$ cat src/rtl/instr_encoder.sv
`default_nettype none
// ============================================================================
//  Module   : instr_encoder
//  Purpose  : Two-stage RV32I instruction encoder. Captures a decoded field
//             bundle, range/alignment checks the immediate for the opcode's
//             format, scatters it into instruction bit positions and writes
//             the word to instruction memory at an auto-incrementing address.
//  Ports    : clk, rst, clear        - clock, sync active-high reset / clear
//             in_valid / in_ready    - field bundle handshake
//             in_opcode..in_imm      - decoded fields, sign-extended immediate
//             mem_we/mem_ready       - write request / memory accept
//             mem_addr, mem_wdata    - word address, encoded instruction
//             err_valid, err_code    - one-cycle reject pulse and reason
//             full                   - last address has been written
//  Revision : 1.0 - initial release
// ============================================================================
module instr_encoder #(
   parameter int unsigned ADDR_W    = 8,
   parameter int unsigned BASE_ADDR = 0
) (
   input  logic              clk,
   input  logic              rst,
   input  logic              clear,
   input  logic              in_valid,
   output logic              in_ready,
   input  logic [6:0]        in_opcode,
   input  logic [4:0]        in_rd,
   input  logic [4:0]        in_rs1,
   input  logic [4:0]        in_rs2,
   input  logic [2:0]        in_funct3,
   input  logic [6:0]        in_funct7,
   input  logic [31:0]       in_imm,
   output logic              mem_we,
   input  logic              mem_ready,
   output logic [ADDR_W-1:0] mem_addr,
   output logic [31:0]       mem_wdata,
   output logic              err_valid,
   output logic [1:0]        err_code,
   output logic              full
);

   localparam logic [6:0] c_OP_R      = 7'b0110011;
   localparam logic [6:0] c_OP_ARITHI = 7'b0010011;
   localparam logic [6:0] c_OP_LOAD   = 7'b0000011;
   localparam logic [6:0] c_OP_JALR   = 7'b1100111;
   localparam logic [6:0] c_OP_STORE  = 7'b0100011;
   localparam logic [6:0] c_OP_BRANCH = 7'b1100011;
   localparam logic [6:0] c_OP_LUI    = 7'b0110111;
   localparam logic [6:0] c_OP_AUIPC  = 7'b0010111;
   localparam logic [6:0] c_OP_JAL    = 7'b1101111;

   localparam logic [1:0] c_ERR_NONE  = 2'd0;
   localparam logic [1:0] c_ERR_RANGE = 2'd1;
   localparam logic [1:0] c_ERR_ALIGN = 2'd2;
   localparam logic [1:0] c_ERR_OPC   = 2'd3;

   localparam logic [ADDR_W-1:0] c_BASE = ADDR_W'(BASE_ADDR);
   localparam logic [ADDR_W-1:0] c_LAST = '1;

   // S1 capture register
   logic              v1_q, v1_d;
   logic [6:0]        op_q;
   logic [4:0]        rd_q, rs1_q, rs2_q;
   logic [2:0]        f3_q;
   logic [6:0]        f7_q;
   logic [31:0]       imm_q;

   // S2 output registers
   logic              we_q, we_d;
   logic [ADDR_W-1:0] addr_q, addr_d;
   logic [31:0]       wdata_q, wdata_d;
   logic              errv_q, errv_d;
   logic [1:0]        errc_q, errc_d;
   logic              full_q, full_d;

   logic              w_s2_adv;
   logic              w_wr_done;
   logic              w_last_done;
   logic              w_s2_go;
   logic              w_hs;
   logic              w_fit12, w_fit13, w_fit21;
   logic [31:0]       w_word;
   logic [1:0]        w_err_code;

   // Sign-extension checks: all upper bits equal means the value fits.
   assign w_fit12 = (&imm_q[31:11]) | ~(|imm_q[31:11]);
   assign w_fit13 = (&imm_q[31:12]) | ~(|imm_q[31:12]);
   assign w_fit21 = (&imm_q[31:20]) | ~(|imm_q[31:20]);

   assign w_s2_adv    = ~we_q | mem_ready;
   assign w_wr_done   = we_q & mem_ready;
   assign w_last_done = w_wr_done & (addr_q == c_LAST);
   // Once the final address is consumed, anything still in S1 is discarded
   // silently: no write, no error.
   assign w_s2_go     = v1_q & w_s2_adv & ~full_q & ~w_last_done;

   assign in_ready = ~full_q & (~v1_q | w_s2_adv) & ~rst & ~clear;
   assign w_hs     = in_valid & in_ready;

   always_comb begin
      w_word     = 32'd0;
      w_err_code = c_ERR_NONE;
      case (op_q)
         c_OP_R: begin
            w_word = {f7_q, rs2_q, rs1_q, f3_q, rd_q, op_q};
         end
         c_OP_ARITHI, c_OP_LOAD, c_OP_JALR: begin
            w_word = {imm_q[11:0], rs1_q, f3_q, rd_q, op_q};
            if (!w_fit12) w_err_code = c_ERR_RANGE;
         end
         c_OP_STORE: begin
            w_word = {imm_q[11:5], rs2_q, rs1_q, f3_q, imm_q[4:0], op_q};
            if (!w_fit12) w_err_code = c_ERR_RANGE;
         end
         c_OP_BRANCH: begin
            w_word = {imm_q[12], imm_q[10:5], rs2_q, rs1_q, f3_q,
                      imm_q[4:1], imm_q[11], op_q};
            if (imm_q[0])      w_err_code = c_ERR_ALIGN;
            else if (!w_fit13) w_err_code = c_ERR_RANGE;
         end
         c_OP_LUI, c_OP_AUIPC: begin
            w_word = {imm_q[31:12], rd_q, op_q};
            if (|imm_q[11:0]) w_err_code = c_ERR_RANGE;
         end
         c_OP_JAL: begin
            w_word = {imm_q[20], imm_q[10:1], imm_q[11], imm_q[19:12],
                      rd_q, op_q};
            if (imm_q[0])      w_err_code = c_ERR_ALIGN;
            else if (!w_fit21) w_err_code = c_ERR_RANGE;
         end
         default: begin
            w_err_code = c_ERR_OPC;
         end
      endcase
   end

   always_comb begin
      v1_d    = v1_q;
      we_d    = we_q;
      addr_d  = addr_q;
      wdata_d = wdata_q;
      errv_d  = 1'b0;
      errc_d  = c_ERR_NONE;
      full_d  = full_q;

      if (w_hs)
         v1_d = 1'b1;
      else if (w_s2_adv || full_q)
         v1_d = 1'b0;

      // mem_we/mem_wdata only change when S2 may advance, so they hold
      // steady through a memory stall.
      if (w_s2_adv)
         we_d = w_s2_go & (w_err_code == c_ERR_NONE);
      if (w_s2_go && (w_err_code == c_ERR_NONE))
         wdata_d = w_word;
      if (w_s2_go && (w_err_code != c_ERR_NONE)) begin
         errv_d = 1'b1;
         errc_d = w_err_code;
      end

      if (w_wr_done) begin
         if (addr_q == c_LAST) full_d = 1'b1;
         else                  addr_d = addr_q + ADDR_W'(1);
      end
   end

   always_ff @(posedge clk) begin
      if (rst || clear) begin
         v1_q    <= 1'b0;
         we_q    <= 1'b0;
         addr_q  <= c_BASE;
         wdata_q <= 32'd0;
         errv_q  <= 1'b0;
         errc_q  <= c_ERR_NONE;
         full_q  <= 1'b0;
      end else begin
         v1_q    <= v1_d;
         we_q    <= we_d;
         addr_q  <= addr_d;
         wdata_q <= wdata_d;
         errv_q  <= errv_d;
         errc_q  <= errc_d;
         full_q  <= full_d;
      end
   end

   // Field payload is qualified by v1_q, so it needs no reset.
   always_ff @(posedge clk) begin
      if (w_hs) begin
         op_q  <= in_opcode;
         rd_q  <= in_rd;
         rs1_q <= in_rs1;
         rs2_q <= in_rs2;
         f3_q  <= in_funct3;
         f7_q  <= in_funct7;
         imm_q <= in_imm;
      end
   end

   assign mem_we    = we_q;
   assign mem_addr  = addr_q;
   assign mem_wdata = wdata_q;
   assign err_valid = errv_q;
   assign err_code  = errc_q;
   assign full      = full_q;

endmodule
`default_nettype wire

$ cat config.mk
export PLATFORM = sky130hd
export DESIGN_NAME = instr_encoder
export DESIGN_NICKNAME = d
export VERILOG_FILES = /design/src/rtl/instr_encoder.sv
export SDC_FILE = /design/constraint.sdc
export NUM_CORES = 1
export LEC_CHECK = 0
export ABC_AREA = 1
export BUFFER_PORTS_ARGS = -buffer_cell sky130_fd_sc_hd__clkbuf_2
export CAP_MARGIN = 0
export CORE_UTILIZATION = 55
export CTS_BUF_LIST = sky130_fd_sc_hd__clkbuf_4
export CTS_CLUSTER_DIAMETER = 200
export DETAILED_ROUTE_END_ITERATION = 12
export PLACE_DENSITY = 0.89
export SETUP_SLACK_MARGIN = 0.15
export SLEW_MARGIN = 20
export SYNTH_ARGS = -nofsm -noshare
export SYNTH_HDL_FRONTEND = slang
export SYNTH_SLANG_ARGS = --single-unit
$ cat constraint.sdc
create_clock -name clk -period 14.35 [get_ports clk]
set_input_delay 2.87 -clock clk [delete_from_list [all_inputs] [get_ports clk]]
set_output_delay 2.87 -clock clk [all_outputs]
set_load 0.02 [all_outputs]
==> flow_metrics.env <==
export IMPL_die_w_um=95.7
export IMPL_cpLargestDelayFamily="buffers and inverters"
export IMPL_wl_um=10500
export IMPL_avgRoutedWirePerCell_um=13.3
export IMPL_worst_pin_slew_ns=0.793
export IMPL_cts_root_buf="clkbuf_4"
export IMPL_start_util_pct=57.9
export IMPL_crit_path_end_kind="output port"
export IMPL_antenna_cells=0
export IMPL_clk_latency_ns=0.48
export IMPL_rr_startpoint="op_q[5]"
export IMPL_dpl_hpwl_um=7800
export IMPL_core_area_um2=8340
export IMPL_drive_gt1_share_pct=21.8
export IMPL_crit_top_cell="clkbuf_2"
export IMPL_cts_repair_resized=0
export IMPL_synth_edf_count=64
export IMPL_p_sw_share_pct=23.5
export IMPL_vias=4043
export IMPL_synth_top_area_share_pct=39.8
export IMPL_setup_viol=0
export IMPL_maxCapViolCount=0
export IMPL_grt_antenna_before_repair=0
export IMPL_synthArstFlopShare_pct=0
export IMPL_antenna_left=0
export IMPL_slew_headroom_pct=47.2
export IMPL_seqPwrFrac_pct=67.5
export IMPL_min_from="mem_wdata[2]"
export IMPL_max_freq_ghz=0.147
export IMPL_synth_cells=564
export IMPL_worst_path_buf_inv=3
export IMPL_critPathLaunchType="primary input"
export IMPL_cts_sinks=110
export IMPL_dr_first_iter_drc_count=284
export IMPL_grtUsageMet2_pct=39.5
export IMPL_crit_type="in2out"
export IMPL_clkPwrFrac_pct=28.0
export IMPL_yosysMostFrequentCell="nand2_1"
export IMPL_synth_area_per_cell_um2=8.57
export IMPL_fill_cells=681
export IMPL_grt_max_degree=65
export IMPL_synthToLayoutAreaGrowth_pct=15.8
export IMPL_internal_power_mw=0.389
export IMPL_die_h_um=95.7
export IMPL_crit_fanout=41
export IMPL_cts_reportedPaths_clkPinSlew_ns=0.16
export IMPL_p_sw_mw=0.120
export IMPL_ioPinCount=115
export IMPL_die_area_um2=9160
export IMPL_min_period_ns=6.79
export IMPL_fin_nets=748
export IMPL_numCtsBuffers=9
export IMPL_fin_ws_ns=7.56
export IMPL_dp_slack_ns=7.57
export IMPL_synth_seq_cells=110
export IMPL_critPathSlowestCell="buf_4"
export IMPL_ctsHoldBuffers=0
export IMPL_hold_class="reg2reg"
export IMPL_final_hold_violation_count=0
export IMPL_p_leak_nw=2.61
export IMPL_syn_cell_area_um2=4830
export IMPL_cts_tree="done"
export IMPL_synth_common_cells="143 x nand2_1, 122 x nor2_1, 69 x inv_1, 64 x edfxtp_1, 46 x dfxtp_1"
export IMPL_status="finished, final reports clean"
export IMPL_synth_flop_cell="edfxtp_1"
export IMPL_vdd_drop_max_mv=0.0532
export IMPL_io_buffers=114
export IMPL_required_ns=11.48
export IMPL_overflow=0
export IMPL_crit_chain="clkbuf_2, nor2_2, buf_4, nand2_1, nor2_1, clkbuf_2"
export IMPL_htreeDepth=3
export IMPL_clk_path_buf_depth=2
export IMPL_power_density_nw_per_um2=91.1
export IMPL_synth_distinct_cells=32
export IMPL_ys_top_cells_by_area="edfxtp_1 40%, dfxtp_1 19%, nand2_1 11%"
export IMPL_setup_tns_final_ns=0
export IMPL_yosysTopAreaCell="edfxtp_1"
export IMPL_period_share_pct=47.3
export IMPL_critical_path_arrival_ns=3.92
export IMPL_track_usage_pct=24.3
export IMPL_finClkSkew_ns=0.0227
export IMPL_drc_errors=0
export IMPL_use_met3_pct=5.13
export IMPL_num_rows=33
export IMPL_max_stage_delay_ns=0.37
export IMPL_place_congestion=0.900
export IMPL_synthesis_nets=634
export IMPL_met1_usage_pct=31.3
export IMPL_ys_warn_count=0
export IMPL_grt_busiest_layer="met2"
export IMPL_post_cts_buffers=0
export IMPL_grt_pass1_wl_um=16700
export IMPL_p_comb_share_pct=4.5
export IMPL_drt_pass1_iter_count=7
export IMPL_rsz0062_at_grt="false"
export IMPL_synth_seq_area_share_pct=58.8
export IMPL_grt_pass1_vias=3756
export IMPL_drv_slew=0
export IMPL_setup_worst_path_start="rst"
export IMPL_viasPerCell=5.13
worst paths after layout:
| check | cells past startpoint | to | slack [ns] |
|---|---|---|---|
| max | 6 | in_ready | 7.56 |
| min reg2reg | 2 | mem_wdata[2] | 0.50 |
| min | 2 | mem_wdata[2] | 0.50 |
| max reg2reg | 12 | mem_wdata[31] | 11.62 |
state kept, by name, indices dropped and copies added, names as in the netlist:
| name | flops |
|---|---|
| op_q | 7 |
| mem_we | 1 |
| full | 1 |
| v1_q | 1 |
| err_code | 2 |
| imm_q | 32 |
| rd_q | 5 |
| err_valid | 1 |
| f3_q | 3 |
| rs2_q | 5 |
| mem_wdata | 32 |
| rs1_q | 5 |
| f7_q | 7 |
| mem_addr | 8 |
per-stage QoR:
step | util, % | total power, mW | hold WS, ns | std cells | instance area [µm²]
4_1_cts | 67.1 | 0.512 | 0.498 | 788 | 5590
5_1_grt | 67.1 | 0.528 | 0.528 | 788 | 5590
6_report | 67.1 | 0.509 | 0.497 | 788 | 5590
3_5_place_dp | 65.6 | 0.374 | 0.475 | 772 | 5470
2_1_floorplan | - | 0.361 | 0.479 | 564 | 4830
3_3_place_gp | 65.6 | 0.373 | 0.450 | 772 | 5470
cell type report:
cell class | instances | area [µm²] | area share, %
inverter | 72 | 270 | 4.83
clock buffer | 10 | 75.1 | 1.34
sequential | 110 | 2840 | 50.8
multi-input combinational | 369 | 1640 | 29.4
timing repair buffer | 116 | 586 | 10.5
clock inverter | 6 | 46.3 | 0.828
tap | 105 | 131 | 2.35
routing by layer:
metal	share of wire (%)	routed length, µm
met5	0	0
met4	2.2	231
met3	7.3	770
met2	46	4850
met1	44	4630
worst register-to-register path, stage by stage, from the launching register on:
cell,delay (ns)
edfxtp_1,0.64
nand3_2,0.16
inv_2,0.10
nand2_1,0.07
nand2_2,0.21
nor2_1,0.08
nand2_2,0.07
nand2_2,0.06
nor2_4,0.15
nand4_4,0.57
inv_1,0.39
nor2_1,0.07
nor2_1,0.11
power by group through the flow:
stage                     sequential [mW]  combinational, mW  clock, mW
after floorplan                     0.350             0.0103          0
after global placement              0.351             0.0219          0
after detailed placement            0.351             0.0229          0
after CTS                           0.344             0.0230      0.145
after global routing                0.345             0.0257      0.158
final                               0.344             0.0229      0.142
layout by cell type, fill, tap and decap left out, types with 10 or more instances in the layout:
cell type  instances
nand3_1           26
nand2_1          143
a21oi_1           13
edfxtp_1          64
o21ai_0           24
clkbuf_4          10
dfxtp_1           46
inv_1             69
nor2_1           121
clkbuf_2         114
cell families (layout without fill, tap and decap cells):
logic type | count (synthesis) | in the layout | synth area share (%)
AO/OA/AOI/OAI | 50 | 50 | 5.98
adder cells (fa/ha/maj) | 1 | 1 | 0.259
buffers and inverters | 85 | 204 | 7.33
flip-flops | 110 | 110 | 58.8
AND/OR/NAND/NOR | 318 | 318 | 27.6
(Power assumes the default switching activity.)
